==> src/rtl/threshold_filter.sv <==
// threshold_filter: binarises a two-pixel-per-clock RGB stream against a fixed threshold.
// Tracks row/column position, flags malformed rows and signals completion of each frame.
module threshold_filter #(
    parameter int unsigned IMAGE_WIDTH  = 768,
    parameter int unsigned IMAGE_HEIGHT = 512,
    parameter int unsigned THRESHOLD    = 90
) (
    input  logic       clk,
    input  logic       reset,
    input  logic [7:0] data_R_Even,
    input  logic [7:0] data_G_Even,
    input  logic [7:0] data_B_Even,
    input  logic [7:0] data_R_Odd,
    input  logic [7:0] data_G_Odd,
    input  logic [7:0] data_B_Odd,
    input  logic       vertical_Pulse,
    input  logic       horizontal_Pulse,
    output logic [7:0] out_R_Even,
    output logic [7:0] out_G_Even,
    output logic [7:0] out_B_Even,
    output logic [7:0] out_R_Odd,
    output logic [7:0] out_G_Odd,
    output logic [7:0] out_B_Odd,
    output logic       out_Valid,
    output logic [9:0] out_Column,
    output logic [9:0] out_Row,
    output logic       row_Error,
    output logic       done_Flag
);

    localparam logic [9:0]  LastCol   = 10'(IMAGE_WIDTH / 2 - 1);
    localparam logic [9:0]  LastRow   = 10'(IMAGE_HEIGHT - 1);
    localparam logic [11:0] ThreshSum = 12'(3 * THRESHOLD);

    typedef enum logic [1:0] {StIdle, StFrame, StDrain, StDone} state_e;

    state_e     state_q, state_d;
    logic       vp_q;
    logic       vp_rise;
    logic [9:0] row_q, row_d;
    logic [9:0] col_q, col_d;
    logic       err_q, err_d;
    logic       accept;

    logic [9:0] sum_even, sum_odd;
    logic       s1_valid_q;
    logic [9:0] s1_sum_even_q, s1_sum_odd_q;
    logic [9:0] s1_row_q, s1_col_q;

    logic       out_valid_q;
    logic [7:0] out_even_q, out_odd_q;
    logic [9:0] out_row_q, out_col_q;

    assign vp_rise  = vertical_Pulse & ~vp_q;
    assign sum_even = {2'b00, data_R_Even} + {2'b00, data_G_Even} + {2'b00, data_B_Even};
    assign sum_odd  = {2'b00, data_R_Odd} + {2'b00, data_G_Odd} + {2'b00, data_B_Odd};

    always_comb begin
        state_d = state_q;
        row_d   = row_q;
        col_d   = col_q;
        err_d   = err_q;
        accept  = 1'b0;
        case (state_q)
            StIdle: begin
                if (vp_rise) begin
                    state_d = StFrame;
                    row_d   = '0;
                    col_d   = '0;
                end
            end
            StFrame: begin
                // A new frame start overrides any pair presented in the same cycle.
                if (vp_rise) begin
                    err_d = 1'b1;
                    row_d = '0;
                    col_d = '0;
                end else if (horizontal_Pulse) begin
                    accept = 1'b1;
                    if (col_q == LastCol) begin
                        col_d = '0;
                        if (row_q == LastRow) begin
                            row_d   = '0;
                            state_d = StDrain;
                        end else begin
                            row_d = row_q + 10'd1;
                        end
                    end else begin
                        col_d = col_q + 10'd1;
                    end
                end else if (col_q != '0) begin
                    // Short row: restart the same row from column 0.
                    err_d = 1'b1;
                    col_d = '0;
                end
            end
            StDrain: begin
                if (!s1_valid_q) begin
                    state_d = StDone;
                end
            end
            StDone: begin
                if (vp_rise) begin
                    state_d = StFrame;
                    row_d   = '0;
                    col_d   = '0;
                end
            end
            default: state_d = StIdle;
        endcase
    end

    always_ff @(posedge clk or negedge reset) begin
        if (!reset) begin
            state_q <= StIdle;
            vp_q    <= 1'b0;
            row_q   <= '0;
            col_q   <= '0;
            err_q   <= 1'b0;
        end else begin
            state_q <= state_d;
            vp_q    <= vertical_Pulse;
            row_q   <= row_d;
            col_q   <= col_d;
            err_q   <= err_d;
        end
    end

    always_ff @(posedge clk or negedge reset) begin
        if (!reset) begin
            s1_valid_q    <= 1'b0;
            s1_sum_even_q <= '0;
            s1_sum_odd_q  <= '0;
            s1_row_q      <= '0;
            s1_col_q      <= '0;
        end else begin
            s1_valid_q <= accept;
            if (accept) begin
                s1_sum_even_q <= sum_even;
                s1_sum_odd_q  <= sum_odd;
                s1_row_q      <= row_q;
                s1_col_q      <= col_q;
            end
        end
    end

    // Outputs hold their last pair whenever no new pair arrives.
    always_ff @(posedge clk or negedge reset) begin
        if (!reset) begin
            out_valid_q <= 1'b0;
            out_even_q  <= '0;
            out_odd_q   <= '0;
            out_row_q   <= '0;
            out_col_q   <= '0;
        end else begin
            out_valid_q <= s1_valid_q;
            if (s1_valid_q) begin
                out_even_q <= ({2'b00, s1_sum_even_q} > ThreshSum) ? 8'hFF : 8'h00;
                out_odd_q  <= ({2'b00, s1_sum_odd_q} > ThreshSum) ? 8'hFF : 8'h00;
                out_row_q  <= s1_row_q;
                out_col_q  <= s1_col_q;
            end
        end
    end

    assign out_R_Even = out_even_q;
    assign out_G_Even = out_even_q;
    assign out_B_Even = out_even_q;
    assign out_R_Odd  = out_odd_q;
    assign out_G_Odd  = out_odd_q;
    assign out_B_Odd  = out_odd_q;
    assign out_Valid  = out_valid_q;
    assign out_Column = out_col_q;
    assign out_Row    = out_row_q;
    assign row_Error  = err_q;
    assign done_Flag  = (state_q == StDone);

endmodule
==> config.mk <==
export PLATFORM = sky130hd
export DESIGN_NAME = threshold_filter
export DESIGN_NICKNAME = d
export VERILOG_FILES = /design/src/rtl/threshold_filter.sv
export SDC_FILE = /design/constraint.sdc
export NUM_CORES = 1
export LEC_CHECK = 0
export CAP_MARGIN = 25
export CORE_UTILIZATION = 45
export DETAILED_ROUTE_END_ITERATION = 6
export GPL_TIMING_DRIVEN = 0
export HOLD_SLACK_MARGIN = 0.1
export PLACE_DENSITY = 0.74
export SETUP_SLACK_MARGIN = 0.15
export SLEW_MARGIN = 20
export SYNTH_ARGS = -nofsm -noshare
export SYNTH_HDL_FRONTEND = slang
export SYNTH_SLANG_ARGS = --single-unit
==> constraint.sdc <==
create_clock -name clk -period 1.95 [get_ports clk]
set_input_delay 0.195 -clock clk [delete_from_list [all_inputs] [get_ports clk]]
set_output_delay 0.195 -clock clk [all_outputs]
set_load 0.01 [all_outputs]
==> results.cfg, run 1 <==
[timing]
setup_viol = 0
max_slew_margin = 0.625
period_needed_ns = 1.91
finalHoldViolations = 0
slew_violations = 0
skew_ns = 0.00761
tightestPinTransition_ns = 0.562
max_freq_ghz = 0.524
rsz0062_at_grt = true
final.period_utilization = 0.978

[cts]
root_buffer = clkbuf_8
cts_tree = yes
htreeDepth = 3
worstSkewPairLatency_ns = 0.36
numCtsBuffers = 9
clk_path_buf_depth = 2
clk_transition_reported_paths_ns = 0.08
cts_sinks = 88

[layout]
nFillCells = 773
instances_no_fill = 798
layout_commonest_cell = buf_4
nets = 746
antenna_cells = 0
syn2layout_area_growth_pct = 50.9
layout_common_cells = buf_4 (101), dfrtp_1 (82), nand2_1 (41)
drive_gt1_frac = 0.432

[power_and_ir_drop]
pwr-share-seq = 0.273
p_leak_nw = 3.72
irDropWorstVdd_mv = 0.552
power_density_nw_per_um2 = 1170
p_comb_frac = 0.568
power_switching_share = 0.357
p_int_mw = 5.70
clkPwrFrac = 0.158
p_switching_mw = 3.16
p_total_mw = 8.85

[place]
dp_hpwl_um = 7970
gp_congestion = 0.797
io_buffers = 122
placed_cells = 736

[routing]
drc = 0
dr.pass1.iters = 4
wl_per_cell_um = 15.4
dr_total_vias = 4119
drt_wl_total_um = 12300
ant_nets = 0
dr.first_iter.drc_count = 144
post_drt_via_cell_ratio = 5.16

[outcome]
status = finished clean

[min_path]
min_from = vertical_Pulse
hp-class = input port to flip-flop

[yosys]
syn_inst = 473
yosys_register_bits = 88
yosysTopAreaCellShare = 0.438
syn_area_sq_um = 5030
synth-edff-count = 0
ys.flop_type = dfrtp_1
synth.avg_cell_area_sq_um = 10.6
ys_top_cells_by_area = dfrtp_1 (44%), mux2_2 (8.5%), fa_1 (7.2%), buf_4 (6.9%), ha_1 (5.5%)
ys_types = 49
yosysSeqAreaShare = 0.438
synth_area_leader_cell = dfrtp_1
async_flop_share = 1.00
yosys_warnings = 0
syn_nets = 565

[global_route]
grt_pass1_wl_um = 18700
grt.overflow.total = 0
grt_max_degree = 46
grt_antenna_before_repair = 0
grt_use_total = 0.206
grt_pass1_vias = 4078

[critical_path]
crit_type = input port to flip-flop
start_kind = input port
endpoint_kind = flip-flop
cp_data_arrival_time_ns = 2.16
critPathRequiredTime_ns = 2.20
cp-startpoint = data_R_Odd[1]
path_max_fanout = 3
timing.rr.start = state_q[0]

[flow_run]
max_cap_violations = 0

[die]
core-area_sq_um = 10900
start_util = 0.462
pin_count = 123
die_height_um = 108
dieArea_sq_um = 11600
rows = 38
die_w_um = 108
[logic make-up after synthesis]
family | Yosys count | share of synthesized area
adders and majority gates | 40 | 0.126
and+or+nand+nor | 113 | 0.109
DFF | 88 | 0.438
AOI/OAI and AO/OA | 96 | 0.121
muxes | 40 | 0.0890
buffers and inverters | 86 | 0.0990
xor gates and xnor gates | 10 | 0.0174
[routing by layer]
layer / up-vias / wire length [um] / global-route usage
li1: 1948 / - / -
met1: 2046 / 4750 / 0.234
met2: 95 / 6700 / 0.373
met3: 30 / 436 / 0.0496
met4: 0 / 399 / 0.0753
met5: - / 0 / 0
[cells in the mapped netlist (all sizes together), types with 3 or more instances]
cell type	n
dfrtp	88
buf	53
nand2	43
o21ai	42
mux2	38
inv	24
ha	22
nor2	22
fa	18
a21oi	14
nand3	14
o31ai	10
clkbuf	8
nor3	7
a21o	6
nand2b	6
a211oi	5
and3	5
xnor2	5
xor2	5
o21bai	4
a31oi	3
nand4	3
nor4	3
or2	3
[registers in the layout, indices dropped and copies added (netlist names), 2 cells and up]
register       cells
state_q            2
out_Row           10
s1_sum_even_q     10
s1_row_q          10
out_Column        10
s1_col_q          10
col_q             10
row_q             10
s1_sum_odd_q      10
[worst max-delay path, stage by stage]
cell     delay (ns)
buf_6          0.09
fa_1           0.52
ha_4           0.19
fa_2           0.34
a21o_1         0.20
a21oi_2        0.19
o21a_1         0.16
nor2_2         0.04
o31a_1         0.23
[layout make-up]
type                            count  area [sq um]  share of cell area
Tap cell                          140           175              0.0231
Buffer                             61           442              0.0582
Timing Repair Buffer              170          1600               0.211
Clock inverter                      3          65.1             0.00857
Sequential cell                    88          2210               0.292
Multi-Input combinational cell    299          2840               0.374
Clock buffer                       12           155              0.0204
Inverter                           25          97.6              0.0129
[power by group through the flow]
stage	logic [mW]	registers [mW]	clock network, mW
after global routing	5.43	2.46	1.48
final	5.03	2.42	1.40
after CTS	4.48	2.41	1.42
after floorplan	2.38	2.49	0
after detailed placement	4.01	2.54	0
after global placement	3.89	2.51	0
[through the flow]
step,instance area (sq um),utilization,TNS (ns),hold WS [ns],worst slack [ns]
CTS,7160,0.658,-0.0692,0.288,-0.0443
global route,7590,0.698,-0.0385,0.317,-0.0171
detailed placement,6480,0.595,-15.24,0.222,-0.738
global placement,6460,0.594,-214.54,0.360,-2.29
finish,7590,0.698,0,0.300,0.0425
floorplan,5070,-,-0.404,-0.101,-0.116
[what timing repair did]
item                                   CTS  global route
setup endpoints to repair              110            84
gates cloned                             0             1
hold buffers                             1             0
pin swaps                               50            66
resized for setup                      168           117
endpoints found under the hold margin   44             0
buffers inserted                        28            17
[final timing paths]
kind	depth (start not counted)	slack, ns	to
worst max-delay path	9	0.04	s1_sum_odd_q[9]
worst min-delay path	1	0.30	vp_q
worst max register to register	7	0.13	row_q[6]
worst min register to register	0	0.39	out_Valid
max in group asynchronous	3	0.96	col_q[7]
min in group asynchronous	2	0.36	out_Column[3]
(Power assumes the default switching activity.)
==> run 2: changes to the inputs <==
--- a/config.mk
+++ b/config.mk
@@ -6,11 +6,11 @@
 export NUM_CORES = 1
 export LEC_CHECK = 0
 export CAP_MARGIN = 25
-export CORE_UTILIZATION = 45
+export CORE_UTILIZATION = 38
 export DETAILED_ROUTE_END_ITERATION = 6
 export GPL_TIMING_DRIVEN = 0
 export HOLD_SLACK_MARGIN = 0.1
-export PLACE_DENSITY = 0.74
+export PLACE_DENSITY = 0.64
 export SETUP_SLACK_MARGIN = 0.15
 export SLEW_MARGIN = 20
 export SYNTH_ARGS = -nofsm -noshare
==> run 2 against run 1 <==
Against the previous run:
- sequential share of layout area decreased by 0.57 points
- critical path depth is the same
- global-route usage is 3.6 points lower
- the run now ends with negative setup slack left
- register-to-register slack worse by 0.05 ns
- sequential power hardly changed
- setup slack worse by 0.047 ns
- first-iteration DRC count rose by 26%
- cell area is 2.1% higher
==> results.cfg, run 2 (synthesized netlist as in run 1, its figures left out) <==
[flow_run]
max_cap_violations = 0

[cts]
htreeDepth = 3
clk_path_buf_depth = 2
cts_sinks = 88
worstSkewPairLatency_ns = 0.34
numCtsBuffers = 9
clk_transition_reported_paths_ns = 0.07
cts_tree = yes
root_buffer = clkbuf_16

[layout]
syn2layout_area_growth_pct = 54.1
instances_no_fill = 827
layout_common_cells = buf_4 (97), dfrtp_1 (80), nand2_1 (42)
antenna_cells = 0
nets = 742
layout_commonest_cell = buf_4
multiInputGateArea_sq_um = 2900
drive_gt1_frac = 0.443
final_util = 0.607
nFillCells = 1021
regArea_sq_um = 2220

[routing]
post_drt_via_cell_ratio = 4.96
dr.first_iter.drc_count = 182
drt_wl_total_um = 11700
wl_per_cell_um = 14.2
dr.pass1.iters = 4
drc = 0
ant_nets = 0
dr_total_vias = 4099

[place]
io_buffers = 122
placed_cells = 768
gp_congestion = 0.788
pre_cts_slack_ns = -0.698
dp_hpwl_um = 7730

[die]
pin_count = 123
dieArea_sq_um = 13700
core-area_sq_um = 12800
rows = 41
start_util = 0.394
die_w_um = 117
die_height_um = 117

[timing]
holdWs_ns = 0.361
slew_violations = 0
skew_ns = 0.00821
finalHoldViolations = 0
max_freq_ghz = 0.512
layout_setup_ws_ns = -0.00442
setup_viol = 1
max_slew_margin = 0.658
final.period_utilization = 1.00
tightestPinTransition_ns = 0.513
period_needed_ns = 1.95
rsz0062_at_grt = true

[global_route]
grt_use_total = 0.170
grt_pass1_vias = 3857
grt_max_degree = 51
grt_antenna_before_repair = 0
grt_pass1_wl_um = 17900
grt.overflow.total = 0

[critical_path]
critPathRequiredTime_ns = 2.18
r2r_setup_slack_ns = 0.08
cp_data_arrival_time_ns = 2.18
endpoint_kind = flip-flop
start_kind = input port
crit_buf_inv = 1
cp_top_family = adder cells
critical-path-max-stage-delay_ns = 0.51
crit_path_top_delay_cell = fa_1
path_max_fanout = 3
cp_cell_sequence = buf_6 -> fa_1 -> ha_4 -> fa_2 -> a21o_1 -> a21oi_2 -> o21a_1 -> nor2_2 -> o31a_1
crit_type = input port to flip-flop

[power_and_ir_drop]
irDropWorstVdd_mv = 0.606
power_density_nw_per_um2 = 1180
p_leak_nw = 3.73

[min_path]
hp-class = input port to flip-flop

[outcome]
violations = negative setup slack
status = finished, violations left
-- run 2: changes by cell type in the layout (fill, tap and decap cells not counted), moves of 3 or more --
cell,previous run,this run
o31ai_1,7,3
dlymetal6s2s_1,31,34
buf_12,3,0
buf_6,9,12
buf_4,101,97
clkbuf_16,0,9
clkbuf_8,11,0
buf_2,5,10
inv_2,16,12
clkbuf_4,4,0
dlygate4sd2_1,37,28
inv_1,7,11
-- run 2: worst paths after layout --
path                           startpoint               to  cells past startpoint
max                         data_B_Odd[1]  s1_sum_odd_q[9]                      9
min                        vertical_Pulse             vp_q                      1
max reg2reg                      col_q[9]         col_q[4]                      7
min reg2reg                    s1_valid_q        out_Valid                      0
max in group asynchronous           reset     out_B_Odd[6]                      3
min in group asynchronous           reset         col_q[5]                      2
-- run 2: what timing repair did --
item,4_1_cts,5_1_grt
setup buffers,29,12
pin swaps,66,65
hold buffers,1,0
cloned,0,1
setup endpoints to repair,110,103
hold endpoints to repair,38,0
resized for setup,169,127
-- run 2: area by class of cell --
| type | instances | share of cell area |
|---|---|---|
| plain buffers | 61 | 0.0563 |
| clock buffers | 10 | 0.0295 |
| clock inverters | 6 | 0.0116 |
| inverters | 25 | 0.0124 |
| multi-input cells | 299 | 0.374 |
| flip-flops and latches | 88 | 0.286 |
| well taps | 172 | 0.0278 |
| repair buffers | 166 | 0.203 |
-- run 2: worst register-to-register path, stage by stage (launching register included) --
cell	delay, ns
dfrtp_2	0.42
buf_6	0.14
nor4_4	0.29
nand4b_1	0.20
o21ai_2	0.28
nand2b_4	0.23
buf_6	0.13
o31ai_4	0.06
-- run 2: report_power, final --
| part | switching (mW) | internal, mW |
|---|---|---|
| sequential | 0.223 | 2.19 |
| clock | 0.701 | 1.13 |
| combinational | 2.23 | 2.65 |
| total | 3.16 | 5.97 |
-- run 2: layer usage --
layer	routed length, um	GRT usage
met1	4800	0.204
met2	6220	0.300
met3	494	0.0330
met4	212	0.0658
met5	0	0
-- run 2: through the flow --
step,power [mW],cell area [sq um],TNS [ns]
3_5_place_dp,6.52,6530,-16.37
4_1_cts,8.88,7330,-0.0811
6_report,9.12,7750,-0.00442
3_3_place_gp,6.41,6500,-225.94
5_1_grt,9.73,7750,-0.146
2_1_floorplan,4.87,5070,-0.404
==> run 3: changes to the inputs <==
--- a/config.mk
+++ b/config.mk
@@ -10,7 +10,7 @@
 export DETAILED_ROUTE_END_ITERATION = 6
 export GPL_TIMING_DRIVEN = 0
 export HOLD_SLACK_MARGIN = 0.1
-export PLACE_DENSITY = 0.64
+export PLACE_DENSITY = 0.67
 export SETUP_SLACK_MARGIN = 0.15
 export SLEW_MARGIN = 20
 export SYNTH_ARGS = -nofsm -noshare
==> run 3 against run 2 <==
Against the previous run:
- the run now ends clean
- final cell count decreased by 0.12%
- non-clock buffer count decreased by 1
- core utilization decreased by 0.29 points
- die area unchanged
- total power decreased by 1.6%
- register-to-register slack about the same
- sequential share of layout area increased by 0.14 points
- wire length increased by 3.1%
- worst hold slack got worse by 0.033 ns
- critical path depth unchanged
- sequential power about the same
- setup slack improved by 0.051 ns
- critical path type unchanged
==> results.cfg, run 3 (synthesized netlist as in run 1, its figures left out) <==
[global_route]
grt_antenna_before_repair = 0
grt_use_total = 0.178
use_met3 = 0.0304
grt_pass1_vias = 4034
grt.overflow.total = 0
grt.met1_usage = 0.220
top_usage_layer = met2
use_met2 = 0.312
grt_pass1_wl_um = 18800
grt_max_degree = 49

[critical_path]
cp_cell_sequence = buf_6 -> fa_2 -> ha_4 -> fa_2 -> a21o_1 -> a21oi_2 -> o21bai_1 -> a211oi_2 -> o31ai_1
cp_data_arrival_time_ns = 2.13
cp_top_family = adder cells
crit_type = input port to flip-flop
worst_path_most_repeated_cell = fa_2
path_max_fanout = 3
start_kind = input port
timing.rr.start = state_q[1]
r2r-end = row_q[8]
r2r_setup_slack_ns = 0.09
crit_path_top_delay_cell = fa_2
critPathRequiredTime_ns = 2.17
crit_buf_inv = 1
r2r_cells = 7
endpoint_kind = flip-flop
critical-path-max-stage-delay_ns = 0.48

[cts]
clk_transition_reported_paths_ns = 0.07
numCtsBuffers = 9
root_buffer = clkbuf_16
cts_tree = yes
htreeDepth = 3
worstSkewPairLatency_ns = 0.34
clk_path_buf_depth = 2
cts_sinks = 88

[layout]
syn2layout_area_growth_pct = 53.3
drive_gt1_frac = 0.414
layout_common_cells = buf_4 (91), dfrtp_1 (80), nand2_1 (43)
nFillCells = 1026
antenna_cells = 0
final_area_sq_um = 7720
multiInputGateArea_sq_um = 2850
regArea_sq_um = 2220
final_util = 0.604
nets = 741
layout_commonest_cell = buf_4
instances_no_fill = 826

[min_path]
worstHoldEndpoint = vp_q
hp-class = input port to flip-flop
hold_depth = 1
min_from = vertical_Pulse

[place]
placed_cells = 768
pre_cts_slack_ns = -0.784
dpl_cell_area_sq_um = 6530
dp_hpwl_um = 7980
io_buffers = 122
gp_congestion = 0.831

[timing]
slew_violations = 0
final.period_utilization = 0.976
tightestPinTransition_ns = 0.563
layout_setup_ws_ns = 0.0470
period_needed_ns = 1.90
max_slew_margin = 0.624
skew_ns = 0.00537
rsz0062_at_grt = true
setup_viol = 0
finalHoldViolations = 0
max_freq_ghz = 0.525

[die]
pin_count = 123
start_util = 0.394
dieArea_sq_um = 13700
core-area_sq_um = 12800
die_height_um = 117
die_w_um = 117
rows = 41

[outcome]
status = finished clean

[flow_run]
max_cap_violations = 0

[power_and_ir_drop]
p_leak_nw = 3.75
irDropWorstVdd_mv = 0.513
p_total_mw = 8.98
power_density_nw_per_um2 = 1160

[routing]
drc = 0
post_drt_via_cell_ratio = 4.92
dr.first_iter.drc_count = 133
dr_total_vias = 4064
dr.pass1.iters = 4
drt_wl_total_um = 12100
wl_per_cell_um = 14.6
ant_nets = 0
## run 3: cell types whose count changed in the layout (fill, tap and decap cells not counted), sizes merged, moves of 2 or more
cell,before,now
buf,122,112
clkdlybuf4s15,3,1
clkdlybuf4s50,29,36
clkinvlp,1,3
dlymetal6s2s,34,38
inv,26,24
## run 3: power breakdown
group,internal (mW),switching [mW]
Sequential,2.19,0.226
Combinational,2.59,2.21
Clock,1.03,0.730
## run 3: layout make-up
type,count,area share
inverter,25,0.0126
buffer,61,0.0561
clock inverter,6,0.00876
timing repair buffer,165,0.208
clock buffer,10,0.0310
multi-input combinational,299,0.369
sequential,88,0.287
tap,172,0.0279
## run 3: what timing repair did
| item | 4_1_cts | 5_1_grt |
|---|---|---|
| endpoints found under the hold margin | 40 | 0 |
| cloned | 0 | 2 |
| gates resized for setup | 155 | 109 |
| pin swaps | 57 | 45 |
| hold buffers | 1 | 0 |
| endpoints found under the setup margin | 120 | 87 |
| setup buffers | 26 | 13 |
## run 3: through the flow
step | hold WS [ns] | TNS [ns]
3_3_place_gp | 0.358 | -227.68
2_1_floorplan | -0.101 | -0.404
3_5_place_dp | 0.220 | -14.94
5_1_grt | 0.318 | -0.0619
4_1_cts | 0.324 | -0.0800
6_report | 0.328 | 0
## run 3: layer usage
metal	vias to the layer above	wire (um)	share of wire
li1	1950	-	-
met1	2005	4960	0.41
met2	94	6420	0.53
met3	15	517	0.043
met4	0	197	0.016
met5	-	0	0
## run 3: worst max path at each step
stage	startpoint	endpoint	slack [ns]	cells after the start
5_1_grt	data_G_Odd[1]	s1_sum_odd_q[7]	-0.06	9
3_3_place_gp	reset	out_Row[7]	-2.44	1
2_1_floorplan	data_R_Odd[1]	s1_sum_odd_q[9]	-0.12	8
4_1_cts	data_B_Odd[1]	s1_sum_odd_q[7]	-0.04	9
6_report	data_G_Odd[1]	s1_sum_odd_q[7]	0.05	9
3_5_place_dp	data_R_Odd[1]	s1_sum_odd_q[7]	-0.78	9
